## src/rtl/jt7759_rom_pkg.sv

```systemverilog
// Shared constants for the JT7759 ROM responder: FSM encoding, address
// field widths and the little-endian byte picker.
package jt7759_rom_pkg;

    localparam int BA_W  = 17;
    localparam int WA_W  = 16;
    localparam int TAG_W = 15;

    typedef enum logic [2:0] {
        ST_IDLE   = 3'b001,
        ST_DEMAND = 3'b010,
        ST_PREF   = 3'b100
    } state_t;

    function automatic logic [7:0] byte_sel(input logic [15:0] w, input logic hi);
        return hi ? w[15:8] : w[7:0];
    endfunction

endpackage

```

## src/rtl/jt7759_rom.sv

```systemverilog
// Byte-wide ROM responder for jt7759_ctrl: two-line direct-mapped word cache
// in front of a 16-bit req/valid external port, with optional next-word prefetch.
//
// Handshake: ext_req/ext_addr are held stable from assertion through the cycle
// where ext_valid pulses; that pulse retires the request and is never aborted.
module jt7759_rom
    import jt7759_rom_pkg::*;
#(
    parameter bit PREFETCH = 1'b1
) (
    input  logic                clk,
    input  logic                rst,
    input  logic                flush,
    input  logic                rom_cs,
    input  logic [BA_W-1:0]     rom_addr,
    output logic [7:0]          rom_data,
    output logic                rom_ok,
    output logic                ext_req,
    output logic [WA_W-1:0]     ext_addr,
    input  logic [15:0]         ext_data,
    input  logic                ext_valid
);

    state_t            state, state_nxt;
    logic [1:0]        line_vld;
    logic [TAG_W-1:0]  line_tag  [2];
    logic [15:0]       line_data [2];
    logic [BA_W-1:0]   served_addr, req_addr;
    logic              dvld, discard;

    logic [WA_W-1:0]   wa, nwa;
    logic              hit, pref_need, fill_ok, do_hit, do_miss;

    assign wa        = rom_addr[16:1];
    assign hit       = line_vld[wa[0]] && (line_tag[wa[0]] == wa[15:1]);
    assign nwa       = req_addr[16:1] + 16'd1;
    assign pref_need = PREFETCH && !(line_vld[nwa[0]] && (line_tag[nwa[0]] == nwa[15:1]));
    // A flush in the same cycle as the data beat also poisons that beat.
    assign fill_ok   = ext_valid && !discard && !flush;
    assign rom_ok    = rom_cs && dvld && (rom_addr == served_addr);

    always_ff @(posedge clk or posedge rst) begin
        if (rst) state <= ST_IDLE;
        else     state <= state_nxt;
    end

    always_comb begin
        state_nxt = state;
        do_hit    = 1'b0;
        do_miss   = 1'b0;
        unique case (state)
            ST_IDLE: begin
                if (!flush && rom_cs) begin
                    if (hit) begin
                        do_hit = (rom_addr != served_addr) || !dvld;
                    end else begin
                        do_miss   = 1'b1;
                        state_nxt = ST_DEMAND;
                    end
                end
            end
            ST_DEMAND: if (ext_valid) state_nxt = (fill_ok && pref_need) ? ST_PREF : ST_IDLE;
            ST_PREF:   if (ext_valid) state_nxt = ST_IDLE;
            default:   state_nxt = ST_IDLE;
        endcase
    end

    always_ff @(posedge clk or posedge rst) begin
        if (rst) begin
            rom_data    <= '0;
            served_addr <= '0;
            req_addr    <= '0;
            dvld        <= 1'b0;
            discard     <= 1'b0;
            ext_req     <= 1'b0;
            ext_addr    <= '0;
            line_vld    <= '0;
            for (int i = 0; i < 2; i++) begin
                line_tag[i]  <= '0;
                line_data[i] <= '0;
            end
        end else begin
            if (do_hit) begin
                rom_data    <= byte_sel(line_data[wa[0]], rom_addr[0]);
                served_addr <= rom_addr;
                dvld        <= 1'b1;
            end
            if (do_miss) begin
                req_addr <= rom_addr;
                ext_req  <= 1'b1;
                ext_addr <= wa;
                discard  <= 1'b0;
            end
            // Both DEMAND and PREF fill the line addressed by the held ext_addr.
            if (state != ST_IDLE && fill_ok) begin
                line_vld[ext_addr[0]]  <= 1'b1;
                line_tag[ext_addr[0]]  <= ext_addr[15:1];
                line_data[ext_addr[0]] <= ext_data;
            end
            if (state == ST_DEMAND && ext_valid) begin
                if (fill_ok) begin
                    rom_data    <= byte_sel(ext_data, req_addr[0]);
                    served_addr <= req_addr;
                    dvld        <= 1'b1;
                end
                if (fill_ok && pref_need) ext_addr <= nwa;
                else                      ext_req  <= 1'b0;
                discard <= 1'b0;
            end
            if (state == ST_PREF && ext_valid) begin
                ext_req <= 1'b0;
                discard <= 1'b0;
            end
            if (flush) begin
                line_vld <= '0;
                dvld     <= 1'b0;
                if (state != ST_IDLE && !ext_valid) discard <= 1'b1;
            end
        end
    end

endmodule
```

## config.mk

```make
export PLATFORM = sky130hd
export DESIGN_NAME = jt7759_rom
export DESIGN_NICKNAME = d
export VERILOG_FILES = /design/src/rtl/jt7759_rom_pkg.sv /design/src/rtl/jt7759_rom.sv
export SDC_FILE = /design/constraint.sdc
export NUM_CORES = 1
export LEC_CHECK = 0
export ABC_AREA = 1
export CAP_MARGIN = 20
export CORE_MARGIN = 1.5
export CORE_UTILIZATION = 59
export CTS_BUF_LIST = sky130_fd_sc_hd__clkbuf_16
export DETAILED_ROUTE_END_ITERATION = 8
export GPL_TIMING_DRIVEN = 1
export HOLD_SLACK_MARGIN = 0.05
export PLACE_DENSITY = 0.91
export SLEW_MARGIN = 40
export SYNTH_ARGS = -nofsm -noshare
export SYNTH_HDL_FRONTEND = slang
export SYNTH_SLANG_ARGS = --single-unit
```

## constraint.sdc

```tcl
create_clock -name clk -period 5.8 [get_ports clk]
set_input_delay 1.45 -clock clk [delete_from_list [all_inputs] [get_ports clk]]
set_output_delay 1.45 -clock clk [all_outputs]
set_load 0.05 [all_outputs]
```

; Word level (Yosys, flattened, before mapping)
; Index checks and enable logic that the tools add are counted.
; W data, S select, Z words.
[totals]
output_inout_bits = 26
mem_count = 0
register_bits = 128
latchBits = 0
rom_bits = 0
ramBits = 0
inputBits = 38
word_cells = 119
[classes]
n_mul = 0
bitwise_logic = 4
n_mux = 59
shifts = 0
div = 0
n_eq_ne = 12
reduce_logical = 22
magnitude_cmp = 8
addsub = 1
[ops]
columns = op, n
row1 = $mux W16, 7
row2 = $mux W15, 7
row3 = $mux W17, 3
row4 = $mux W8, 5
row5 = $bwmux W32, 1
row6 = $bwmux W30, 1
row7 = $eq A15 B15 Y1, 2
row8 = $mux W1, 24
row9 = $eq A17 B17 Y1, 1
row10 = $ne A17 B17 Y1, 1
row11 = $add A16 B1 Y16 const B, 1
row12 = $demux W16 S1, 1
row13 = $demux W15 S1, 1
row14 = $mux W3, 5
row15 = $logic_and A1 B1 Y1, 14
row16 = $pmux W3 S3, 1
row17 = $ne A2 B2 Y1 const B, 4
row18 = $ge A2 B2 Y1 const B, 3
row19 = $lt A1 B2 Y1 const B, 3
row20 = $not A1 Y2, 3
row21 = $logic_not A1 Y1, 5
row22 = $mux W2, 2
row23 = $reduce_and A4 Y1, 1
row24 = $eq A3 B1 Y1 const B, 1
row25 = other kinds (9), 9

; Logic depth before layout (Yosys ltp)
[depth]
depth_word = 14
mapped_depth = 17
ltp_nobuf = 15

; Least setup slack after synthesis
; Ideal clock, no wire load.
[synth_timing]
path_type = in2out
start = input rom_addr[0]
end = output rom_ok
n_path_buf = 2
required_time_ns = 4.350
path_slack_ns = 1.477
path_stages = 9
t_arrival_ns = 2.873
path_cell_list = buf_2 -> inv_1 -> clkbuf_2 -> nor2_1 -> nor3_1 -> nand2_1 -> nor2_1 -> nand3_1 -> nor2_1
[synth_via]
elab_chain_cells = 2
[synth_rtl]
columns = element, line
row1 = start: declaration, jt7759_rom.sv:15  ; input logic [BA_W-1:0] rom_addr,
row2 = $eq A17 B17 Y1, jt7759_rom.sv:40  ; assign rom_ok = rom_cs && dvld && (rom_addr == served_addr);
row3 = $logic_and A1 B1 Y1, jt7759_rom.sv:40
row4 = end: declaration, jt7759_rom.sv:17  ; output logic rom_ok,
; Every way passes these cells.

; Worst setup path after layout
; Same ends and word-level chain as after synthesis.

==> results.cfg <==
[synthesis]
synth_flop_cell = dfrtp_1
synthCells = 1079
syn_avg_cell_area_um2 = 6.89
synth_area_leaders = dfrtp_1 (43%), nand2_1 (20%), o21ai_0 (9.8%)
synth.distinct_cells = 32
yosys.area.top_type_share = 0.428
syn_nets = 1118
synth_edf_count = 0
synth_common_cells = nand2_1 (390), o21ai_0 (145), dfrtp_1 (127)
yosys_register_bits = 128
yosysMostFrequentCell = nand2_1
synth-seq-area-share = 0.431
synthArstFlopShare = 1.00
yosys.area.top_type = dfrtp_1
synthesis.area_mm2 = 0.00743
yosysWarnings = 0

[worst_setup_path]
arrival_ns = 3.40
start_kind = input pin
crit_family = buffers and inverters
path_class = input pin to output pin
crit_fanout = 11
crit_path_end_kind = output pin
reg2reg_from = req_addr[1]
cp_data_required_time_ns = 4.35
cp-startpoint = rom_addr[0]
path_buf_inv = 3
cp_cell_sequence = clkdlybuf4s50_1, inv_1, nor2_1, nor3_1, nand2_1, nor2_1, nand3_1, nor2_1, buf_12
cp_common_cell = nor2_1
crit_slowest_cell = clkdlybuf4s50_1
max_stage_delay_ns = 0.59

[floorplanning]
core_mm2 = 0.0122
fp.dieH_um = 115
pin_count = 64
die-width_um = 115
rows = 40
dieArea_mm2 = 0.0133
start_util = 0.611

[sta]
rsz0062_at_grt = false
worst_slew_pin_slew_ns = 0.744
finClkSkew_ns = 0.00887
holdWs_ns = 0.480
worst_slew_margin_rel = 0.502
fin_tns_setup_ns = 0
fin_ws_ns = 0.948
setup_viol = 0
maxSlewViolCount = 0
fmax_mhz = 206
post-route-min-period_ns = 4.85
hold_viol = 0
period_share = 0.837

[clock_network]
clk_latency_ns = 0.43
htreeDepth = 4
root_buffer = clkbuf_16
cts_resized = 0
cts_hold_buf = 0
cts.clk_slew.worst_paths_ns = 0.06
cts_setup_buffers = 0
cts_sinks = 128
cts_tree = done
cts.path.max_buffers = 2
numCtsBuffers = 17

[global_routing]
grt_use_total = 0.347
grt_pass1_vias = 7115
antenna_found_initial = 0
grt_max_degree = 50
grt_pass1_wl_um = 35400
grt_remaining_overflow = 0

[placement]
dpl_worst_slack_ns = 0.996
gp_congestion = 0.980
io_buffers = 63
dp_hpwl_um = 14400
placed_area_mm2 = 0.00815

[detailed_routing]
drtPass1Iterations = 5
via_count = 7460
antenna_left = 0
drt_iter0_drc = 874
wl_per_cell_um = 16.5
drc = 0
vias_per_cell = 5.72
drt_wl_total_um = 21500

[power_and_ir_drop]
vdd_drop_max_mv = 0.376
power.total_mw = 4.66
p_per_area_mw_per_mm2 = 531
leakagePower_nw = 4.51

[cells_and_area]
nNetsFinal = 1163
antennaDiodeCount = 0
final_area_mm2 = 0.00878
area_growth_pct = 18.1
layout-drive-gt1-share = 0.0616

[worst_hold_path]
min_path_type = flip-flop to flip-flop
worstHoldStart = line_data[4]

[outcome]
status = finished clean

[job]
drv_cap = 0
==> flip-flops by register name, summed over array words and instances, names as in the netlist <==
| name | count |
|---|---|
| dvld | 1 |
| ext_addr | 16 |
| line_tag | 30 |
| state | 3 |
| req_addr | 17 |
| ext_req | 1 |
| served_addr | 17 |
| line_data | 32 |
| rom_data | 8 |
| discard | 1 |
| line_vld | 2 |
==> metal layers <==
layer / up-vias / part of all wire / track usage
met5: - / 0 / 0
met4: 0 / 0.024 / 0.114
met3: 49 / 0.094 / 0.0770
met2: 396 / 0.47 / 0.564
met1: 3492 / 0.41 / 0.464
li1: 3523 / - / -
==> cells by family (layout without fill, tap and decap cells) <==
family / Yosys count / after routing / share of synthesized area
AOI/OAI and AO/OA: 175 / 175 / 0.120
xor gates and xnor gates: 14 / 14 / 0.0165
adders and majority gates: 1 / 1 / 0.00168
buffers and inverters: 180 / 237 / 0.0980
DFF: 128 / 128 / 0.431
and+or+nand+nor: 581 / 581 / 0.332
==> cells in the final DEF (no fill, tap or decap), drive strengths merged, types with 4 or more instances in the layout <==
master / instances
buf: 14
clkdlybuf4s50: 62
clkinv: 7
a21oi: 11
nor2: 64
inv: 130
nand2: 395
or2: 4
dfrtp: 127
nor3: 7
o21ai: 152
o22ai: 9
clkbuf: 17
nand3b: 7
nand4: 29
bufinv: 4
nand3: 75
xor2: 7
xnor2: 7
==> worst register-to-register path: stages (launching register included) <==
cell,delay [ns]
dfrtp_1,0.55
buf_4,0.35
ha_1,0.32
nand2_1,0.18
nor2_4,0.26
nand3_1,0.11
nand2_1,0.09
nand2_1,0.07
nand2_1,0.11
nand2_1,0.06
nor2_1,0.15
nand2_1,0.08
nor2_2,0.13
nand2_4,0.19
nand2_4,0.29
nand2_1,0.11
nand2_1,0.06
==> where the power goes <==
group / switching, mW / internal, mW
clock: 0.414 / 0.715
sequential: 0.330 / 1.29
combinational: 1.27 / 0.640
==> final cells by class <==
cell class / count / area [um^2]
flip-flops and latches: 128 / 3200
clock inverters: 14 / 191
multi-input cells: 771 / 3520
inverters: 130 / 490
repair buffers: 76 / 738
clock buffers: 17 / 425
fillers: 992 / 3380
well taps: 168 / 210
==> through the flow <==
step,utilization,std cells
floorplan,-,1079
global placement,0.670,1273
detailed placement,0.670,1273
CTS,0.721,1304
global route,0.722,1304
finish,0.722,1304
==> final timing paths <==
| kind | cells past startpoint | slack (ns) | endpoint |
|---|---|---|---|
| worst max register to register | 16 | 2.63 | ext_addr[14] |
| min in group asynchronous | 2 | 1.42 | rom_data[2] |
| worst min-delay path | 2 | 0.48 | line_data[4] |
| worst max-delay path | 9 | 0.95 | rom_ok |
| max in group asynchronous | 3 | 3.37 | ext_addr[0] |
| worst min register to register | 2 | 0.48 | line_data[4] |
No activity file was read; power rests on OpenSTA's default activity.
